==> src/rtl/fetch2_if.sv <==
// Fetch2 handshake bundle: fetch1 requests, imem responses, decode side.
// The master drives requests, responses, flush and stall; the slave (fetch2) drives the queue outputs.
interface fetch2_if;
    logic        req_fire;
    logic [31:0] req_pc;
    logic [31:0] imem_rdata;
    logic        imem_resp;
    logic        flush;
    logic        stall;
    logic        full;
    logic        id_valid;
    logic [31:0] id_pc;
    logic [31:0] id_inst;

    modport master (
        output req_fire, req_pc, imem_rdata, imem_resp, flush, stall,
        input  full, id_valid, id_pc, id_inst
    );

    modport slave (
        input  req_fire, req_pc, imem_rdata, imem_resp, flush, stall,
        output full, id_valid, id_pc, id_inst
    );
endinterface

==> src/rtl/fetch2.sv <==
// Second fetch stage: pairs in-order imem responses with request PCs in a DEPTH-entry queue.
// Optional FETCH2_BYPASS_EN forwards a response straight to decode when it fills the head entry.
module fetch2 #(
    parameter int DEPTH = 2
) (
    input logic     clk,
    input logic     rst,
    fetch2_if.slave bus
);
    localparam int PW = $clog2(DEPTH);
    localparam int CW = PW + 1;

    logic [31:0]      pc_q   [DEPTH];
    logic [31:0]      inst_q [DEPTH];
    logic [DEPTH-1:0] filled;
    logic [PW-1:0]    head, tail, fill_ptr;
    logic [CW-1:0]    count, pend, drop_cnt;

    logic [CW:0]   occupancy;
    logic          full_int;
    logic          alloc, resp_drop, resp_fill;
    logic          head_ready, bypass, valid, pop;
    logic [PW-1:0] alloc_idx;

    assign occupancy = {1'b0, count} + {1'b0, drop_cnt};
    assign full_int  = (occupancy == (CW+1)'(DEPTH));

    assign alloc     = bus.req_fire && !full_int;
    assign resp_drop = bus.imem_resp && (drop_cnt != '0);
    assign resp_fill = bus.imem_resp && (drop_cnt == '0) && (pend != '0);

    assign head_ready = (count != '0) && filled[head];
`ifdef FETCH2_BYPASS_EN
    // An unfilled head is always the fill target, so the response belongs to it.
    assign bypass = resp_fill && !bus.flush && (count != '0) && !filled[head];
`else
    assign bypass = 1'b0;
`endif
    assign valid = head_ready || bypass;
    assign pop   = valid && !bus.stall;

    // After a flush the redirect target lands in slot 0 of the cleared queue.
    assign alloc_idx = bus.flush ? '0 : tail;

    assign bus.full     = full_int;
    assign bus.id_valid = valid;
    assign bus.id_pc    = valid ? pc_q[head] : 32'h0;
    assign bus.id_inst  = head_ready ? inst_q[head] : (bypass ? bus.imem_rdata : 32'h0);

    always_ff @(posedge clk) begin
        if (alloc) begin
            pc_q[alloc_idx] <= bus.req_pc;
        end
        if (resp_fill) begin
            inst_q[fill_ptr] <= bus.imem_rdata;
        end
    end

    always_ff @(posedge clk or negedge rst) begin
        if (!rst) begin
            filled   <= '0;
            head     <= '0;
            tail     <= '0;
            fill_ptr <= '0;
            count    <= '0;
            pend     <= '0;
            drop_cnt <= '0;
        end else if (bus.flush) begin
            // Every unfilled entry still has a response in flight that must be discarded.
            drop_cnt <= drop_cnt + pend - CW'(resp_drop || resp_fill);
            filled   <= '0;
            head     <= '0;
            fill_ptr <= '0;
            tail     <= alloc ? PW'(1) : '0;
            count    <= alloc ? CW'(1) : '0;
            pend     <= alloc ? CW'(1) : '0;
        end else begin
            if (resp_drop) begin
                drop_cnt <= drop_cnt - CW'(1);
            end
            if (resp_fill) begin
                filled[fill_ptr] <= 1'b1;
            end
            if (alloc) begin
                filled[tail] <= 1'b0;
            end
            fill_ptr <= fill_ptr + PW'(resp_fill);
            tail     <= tail + PW'(alloc);
            head     <= head + PW'(pop);
            count    <= count + CW'(alloc) - CW'(pop);
            pend     <= pend + CW'(alloc) - CW'(resp_fill);
        end
    end
endmodule

==> src/flat_wrapper.sv <==
// flat-port wrapper written by rule: the top's interface ports become plain ports
module fetch2_flat 
#(
    parameter int DEPTH = 2
)
  (clk, rst, bus_req_fire, bus_req_pc, bus_imem_rdata, bus_imem_resp, bus_flush, bus_stall, bus_full, bus_id_valid, bus_id_pc, bus_id_inst);
  fetch2_if bus_i ();
  input logic clk;
  input logic rst;
  input wire logic [$bits(bus_i.req_fire)-1:0] bus_req_fire;
  input wire logic [$bits(bus_i.req_pc)-1:0] bus_req_pc;
  input wire logic [$bits(bus_i.imem_rdata)-1:0] bus_imem_rdata;
  input wire logic [$bits(bus_i.imem_resp)-1:0] bus_imem_resp;
  input wire logic [$bits(bus_i.flush)-1:0] bus_flush;
  input wire logic [$bits(bus_i.stall)-1:0] bus_stall;
  output wire logic [$bits(bus_i.full)-1:0] bus_full;
  output wire logic [$bits(bus_i.id_valid)-1:0] bus_id_valid;
  output wire logic [$bits(bus_i.id_pc)-1:0] bus_id_pc;
  output wire logic [$bits(bus_i.id_inst)-1:0] bus_id_inst;
  assign bus_i.req_fire = bus_req_fire;
  assign bus_i.req_pc = bus_req_pc;
  assign bus_i.imem_rdata = bus_imem_rdata;
  assign bus_i.imem_resp = bus_imem_resp;
  assign bus_i.flush = bus_flush;
  assign bus_i.stall = bus_stall;
  assign bus_full = bus_i.full;
  assign bus_id_valid = bus_i.id_valid;
  assign bus_id_pc = bus_i.id_pc;
  assign bus_id_inst = bus_i.id_inst;
  fetch2 #(.DEPTH(DEPTH)) u_core (.clk(clk), .rst(rst), .bus(bus_i));
endmodule
==> config.mk <==
export PLATFORM = sky130hd
export DESIGN_NAME = fetch2_flat
export DESIGN_NICKNAME = d
export VERILOG_FILES = /design/src/rtl/fetch2_if.sv /design/src/rtl/fetch2.sv /design/src/flat_wrapper.sv
export SDC_FILE = /design/constraint.sdc
export NUM_CORES = 1
export LEC_CHECK = 0
export ABC_CLOCK_PERIOD_IN_PS = 4900
export BUFFER_PORTS_ARGS = -buffer_cell sky130_fd_sc_hd__buf_2
export CAP_MARGIN = 20
export CORE_MARGIN = 2
export CORE_UTILIZATION = 41
export DETAILED_ROUTE_END_ITERATION = 6
export PLACE_DENSITY = 0.74
export SLEW_MARGIN = 10
export SYNTH_ARGS = -nofsm -noshare
export SYNTH_HDL_FRONTEND = slang
export SYNTH_SLANG_ARGS = --single-unit
==> constraint.sdc <==
create_clock -name clk -period 4.9 [get_ports clk]
set_input_delay 0 -clock clk [delete_from_list [all_inputs] [get_ports clk]]
set_output_delay 0 -clock clk [all_outputs]
set_load 0.02 [all_outputs]
Word level (Yosys, flattened, before mapping) --
Memory sizes are Yosys's and may differ from the RTL's. Index checks and enable logic that the tools add are counted.
Word-level totals: register bits 11, bits in writable memories 128, bits of input ports 70, output and inout port bits 66, word-level logic and storage cells 70, memories kept 2
Memory list:
- u_core.inst_q | depth 2, bits a word 32, rd ports 1, clocked after Yosys merged registers in 0, wr ports 1, RTL line fetch2.sv:14 | logic [31:0] inst_q [DEPTH];
- u_core.pc_q | depth 2, bits a word 32, rd ports 1, clocked after Yosys merged registers in 0, wr ports 1, RTL line fetch2.sv:13 | logic [31:0] pc_q [DEPTH];
Cells by class: $add $sub $neg 11, magnitude comparators 5, eq/ne operators 1, multiplexer cells 25, bitwise logic cells 3, reduce and logical (&&, ||, !) cells 16
Operators by type and width (count):
- $mux 32 | 2
- $mux 2 | 8
- $mux 1 | 13
- $logic_and 1x1->1 | 8
- $reduce_bool 2->1 | 4
- $lt 1x2->1 const B | 3
- $sub 2x1->2 | 3
- $add 2x1->2 | 2
- $add 1x1->1 | 3
- $add 2x2->3 | 1
- $eq 3x2->1 const B | 1
- $add 2x2->2 | 1
- $and 2x2->2 | 1
- $demux 1 s1 | 2
- $ge 1x1->1 const B | 2
- $logic_not 1->1 | 2
- $logic_not 2->1 | 1
- $not 2->2 | 1
- $or 2x2->2 | 1
- $sub 2x1->2 const B | 1
- $logic_or 1x1->1 | 1

Logic depth before layout (Yosys ltp) --
depth after elaboration 10, gate-level depth with buffers 10, depth with buffers taken out 10

Worst setup path after synthesis --
No wires, ideal clock.
path type reg2reg, start register u_core.drop_cnt[0], end memory u_core.pc_q[1][0], enable pin, library setup time 461 ps, data arrival time 3553 ps, required time 4439 ps, slack 886 ps, stages on the path, launching flop included 6, buffers on the path 0, period minus slack after synthesis 4014 ps, cells stage by stage dfrtp_1 -> ha_1 -> fa_1 -> or3b_2 -> nand2_1 -> nor3_1
On the way: word-level cells in the longest chain between the ends 6
RTL lines:
- from (decl) | RTL line fetch2.sv:17 | logic [CW-1:0] count, pend, drop_cnt;
- from (signal assigned) | RTL line fetch2.sv:70 | drop_cnt <= drop_cnt + pend - CW'(resp_drop || resp_fill);
- from (signal assigned) | RTL line fetch2.sv:79 | drop_cnt <= drop_cnt - CW'(1);
- $add 2x2->3 | RTL line fetch2.sv:25 | assign occupancy = {1'b0, count} + {1'b0, drop_cnt};
- $eq 3x2->1 | RTL line fetch2.sv:26 | assign full_int = (occupancy == (CW+1)'(DEPTH));
- $logic_not 1->1 | RTL line fetch2.sv:28 | assign alloc = bus.req_fire && !full_int;
- $logic_and 1x1->1 | RTL line fetch2.sv:28
- $mux 1 | RTL line fetch2.sv:51 | if (alloc) begin
- $mux 1 (implied by the code) | RTL line fetch2.sv:52 | pc_q[alloc_idx] <= bus.req_pc;
- to (decl) | RTL line fetch2.sv:13
Every way passes these cells.

Worst setup path in the final report --
start register u_core.drop_cnt[0], end register u_core.pend[0]
On the way: word-level cells in the longest chain between the ends 7, elaborated cells on any way between the ends 11, classes of those cells 3 x add/sub; 1 x eq/ne; 2 x mux; 5 x reduce/logical
RTL lines:
- $add 2x2->3 | RTL line fetch2.sv:25
- $eq 3x2->1 | RTL line fetch2.sv:26
- $logic_not 1->1 | RTL line fetch2.sv:28
- $logic_and 1x1->1 | RTL line fetch2.sv:28
- $add 2x1->2 | RTL line fetch2.sv:91 | pend <= pend + CW'(alloc) - CW'(resp_fill);
- $sub 2x1->2 | RTL line fetch2.sv:91
- $mux 2 (*) | RTL line fetch2.sv:68 | end else if (bus.flush) begin
- to (signal assigned) | RTL line fetch2.sv:76 | pend <= alloc ? CW'(1) : '0;
- to (signal assigned) | RTL line fetch2.sv:91
- to (decl) | RTL line fetch2.sv:17
Mark *: on every way between the ends. The rest lies on a longest branch, timed or not. A chain may end at the register's enable or synchronous reset.

==> flow_summary.yaml <==
synthesis:
  synth.distinct_cells: 29
  syn_avg_cell_area_um2: 15.84
  synth_edf_count: 128
  synth_warnings: 0
  netlist_area_um2: 5560
  ys.flop_type: "edfxtp_1"
  syn_nets: 429
  async_reset_ff_frac: 0.07914
  ys_seq_area_frac: 0.7408
  synth-seq-cells: 139
  syn_inst: 351
placed_design:
  dp_hpwl_um: 6891
  dpl.cell_count: 649
  port_buffers: 135
  gp_congestion: 0.7714
timing:
  rsz0062_at_grt: "no"
  finalMaxSlewViolations: 0
  slew_headroom: 0.3221
  fin_tns_setup_ns: 0
  setup_viol: 0
  finClkSkew_ns: 0.007523
  hold_viol: 0
  fin_crit_ns: 3.116
  fin_crit_sh: 0.6359
  maxClockFrequency_mhz: 321.0
  worst-slew-pin-transition_ns: 1.014
layout:
  drive_gt1_frac: 0.3085
  seqCellArea_um2: 4123
  diodes: 0
  fin_cells: 753
  multiInputGateArea_um2: 1300
  syn2layout_area_growth_pct: 40.12
  final_util: 0.5883
  nFillCells: 1071
  fin_nets: 642
detailed_routing:
  wl_met3_um: 679
  met2_length_um: 5697
  dr.max_layer_used: "met4"
  drtIter0Drc: 210
  met1_length_um: 4814
  avgViaCountPerCell: 4.651
  wire_per_inst_um: 15.08
  drt.antenna.violating_nets: 0
  firstDrtPassIters: 4
  drc: 0
  vias: 3502
  drt-total-wl_um: 11360
clock_tree:
  cts_root_buffer: "clkbuf_16"
  clk_path_buf_depth: 2
  htree_levels: 4
  clock_sinks: 139
  post_cts_buffers: 0
  path_clk_slew_ns: 0.06
  numCtsBuffers: 17
  clk_latency_ns: 0.42
  cts_tree: "done"
power:
  p_seq_frac: 0.434
  p_per_area_nw_per_um2: 481.6
  power_leakage_nw: 3.044
  ir_drop_mv: 0.3010
  power.switching_uw: 963.2
  p_clk_frac: 0.376
  switching_share: 0.2567
  power.internal_mw: 2.789
  pwr-share-comb: 0.190
floorplan:
  dieArea_um2: 14510
  core_um2: 13240
  initial_core_util: 0.4199
  num_rows: 42
  die_w_um: 120.5
  die_y_um: 120.5
  num_io_pins: 136
outcome:
  outcome: "finished clean"
grt:
  grt_usage: 0.1618
  grt_pass1_wl_um: 17750
  grt_max_degree: 67
  grt-ovfl-total: 0
  grt_pass1_vias: 3599
  grt_antenna_before_repair: 0
flow_run:
  cap_violations: 0
critical_path:
  cp-end-kind: "flop"
  cp.required_ns: 5.20
  crit_fanout: 6
  cp.arrival_ns: 3.42
  criticalPathCategory: "reg -> reg"
  critPathLaunchType: "flop"
hold_path:
  hp-class: "in -> reg"
## synthesized netlist by cell type, types with 2 or more instances
cell,n,area share
xnor2_1,7,0.011
a21oi_1,2,0.0018
ha_1,7,0.016
mux2i_1,65,0.12
inv_1,15,0.010
nor3_1,2,0.0018
o21ai_0,5,0.0045
o221a_2,2,0.0041
nor2_1,72,0.049
buf_6,5,0.010
buf_2,8,0.0072
dfrtp_1,11,0.050
edfxtp_1,128,0.69
buf_4,2,0.0027
nand2_1,6,0.0041
## layer usage
layer / up-vias / global-route usage
li1: 1696 / -
met1: 1682 / 0.1913
met2: 108 / 0.2754
met3: 16 / 0.05377
met4: 0 / 0.05887
met5: - / 0
## flip-flops by register name, indices dropped and copies added, names as in the netlist
name	flops
u_core.filled	2
u_core.tail	1
u_core.pend	2
u_core.head	1
u_core.fill_ptr	1
u_core.inst_q	64
u_core.count	2
u_core.drop_cnt	2
u_core.pc_q	64
## through the flow
stage	power, mW	area [um2]	setup slack (ns)	hold slack (ns)
after floorplan	2.089	5560	0.8859	-0.2956
after global placement	2.261	6387	1.770	-0.1179
after detailed placement	2.307	6397	2.151	-0.1165
after CTS	3.796	7764	1.796	0.04618
after global routing	3.933	7791	1.659	0.07519
final	3.752	7791	1.784	0.07405
## kinds of logic after synthesis
kind of cell	share of synthesized area
flip-flops	0.7408
AND/OR/NAND/NOR	0.06436
multiplexers	0.1190
buffers and inverters	0.03083
AO/OA/AOI/OAI	0.01305
XOR/XNOR	0.01260
adder cells (fa/ha/maj)	0.01935
## layout make-up
class                           instances  share of cell area
Clock buffer                           19             0.05556
Clock inverter                         13             0.02859
Inverter                               15            0.007227
Multi-Input combinational cell        181              0.1669
Sequential cell                       139              0.5291
Tap cell                              176             0.02826
Timing Repair Buffer                  210              0.1844
## placed cells by master, fill, tap and decap left out, drive strengths merged
master,synthesis,final
buf,15,139
edfxtp,128,128
nor2,72,72
dlygate4sd3,0,71
mux2i,65,65
clkbuf,1,19
inv,15,15
dfrtp,11,11
xnor2,7,7
ha,7,7
nand2,6,6
bufinv,0,6
o21ai,5,5
clkinv,0,5
o221a,2,2
a21oi,2,2
clkinvlp,0,2
nor3,2,2
or2,1,1
o211ai,1,1
nand2b,1,1
or3b,1,1
nand3,1,1
and3b,1,1
or3,1,1
xor2,1,1
nor2b,1,1
mux2,1,1
nor3b,1,1
a211oi,1,1
fa,1,1
## power by group through the flow
stage          Combinational (mW)  Sequential [mW]  Clock, mW
6_report                    0.713             1.63       1.41
3_5_place_dp                0.655             1.65          0
5_1_grt                     0.796             1.65       1.49
3_3_place_gp                0.623             1.64          0
2_1_floorplan               0.451             1.64          0
4_1_cts                     0.721             1.63       1.44
## critical path, cell delays in order (launching register included)
cell and delay (ns):
dfrtp_1 0.40, ha_1 0.22, fa_1 0.51, or3b_2 0.50
nand2_1 0.29, inv_1 0.13, ha_1 0.28, inv_1 0.05
o21ai_0 0.06, dlygate4sd3_1 0.56
## final timing paths
path	start	endpoint	slack (ns)	cells past startpoint
worst max-delay path	u_core.drop_cnt[0]	u_core.pend[0]	1.78	9
worst min-delay path	bus_imem_resp	u_core.pend[1]	0.07	4
worst max register to register	u_core.drop_cnt[0]	u_core.pend[0]	1.78	9
worst min register to register	u_core.filled[1]	u_core.filled[1]	0.56	1
max in group asynchronous	rst	u_core.head	3.95	3
min in group asynchronous	rst	u_core.pend[1]	0.59	3
## repair_timing
| item | 4_1_cts | 5_1_grt |
|---|---|---|
| hold buffers | 71 | 0 |
| gates resized for setup | 0 | 0 |
| endpoints found under the hold margin | 147 | 0 |
(Power assumes the default switching activity.)
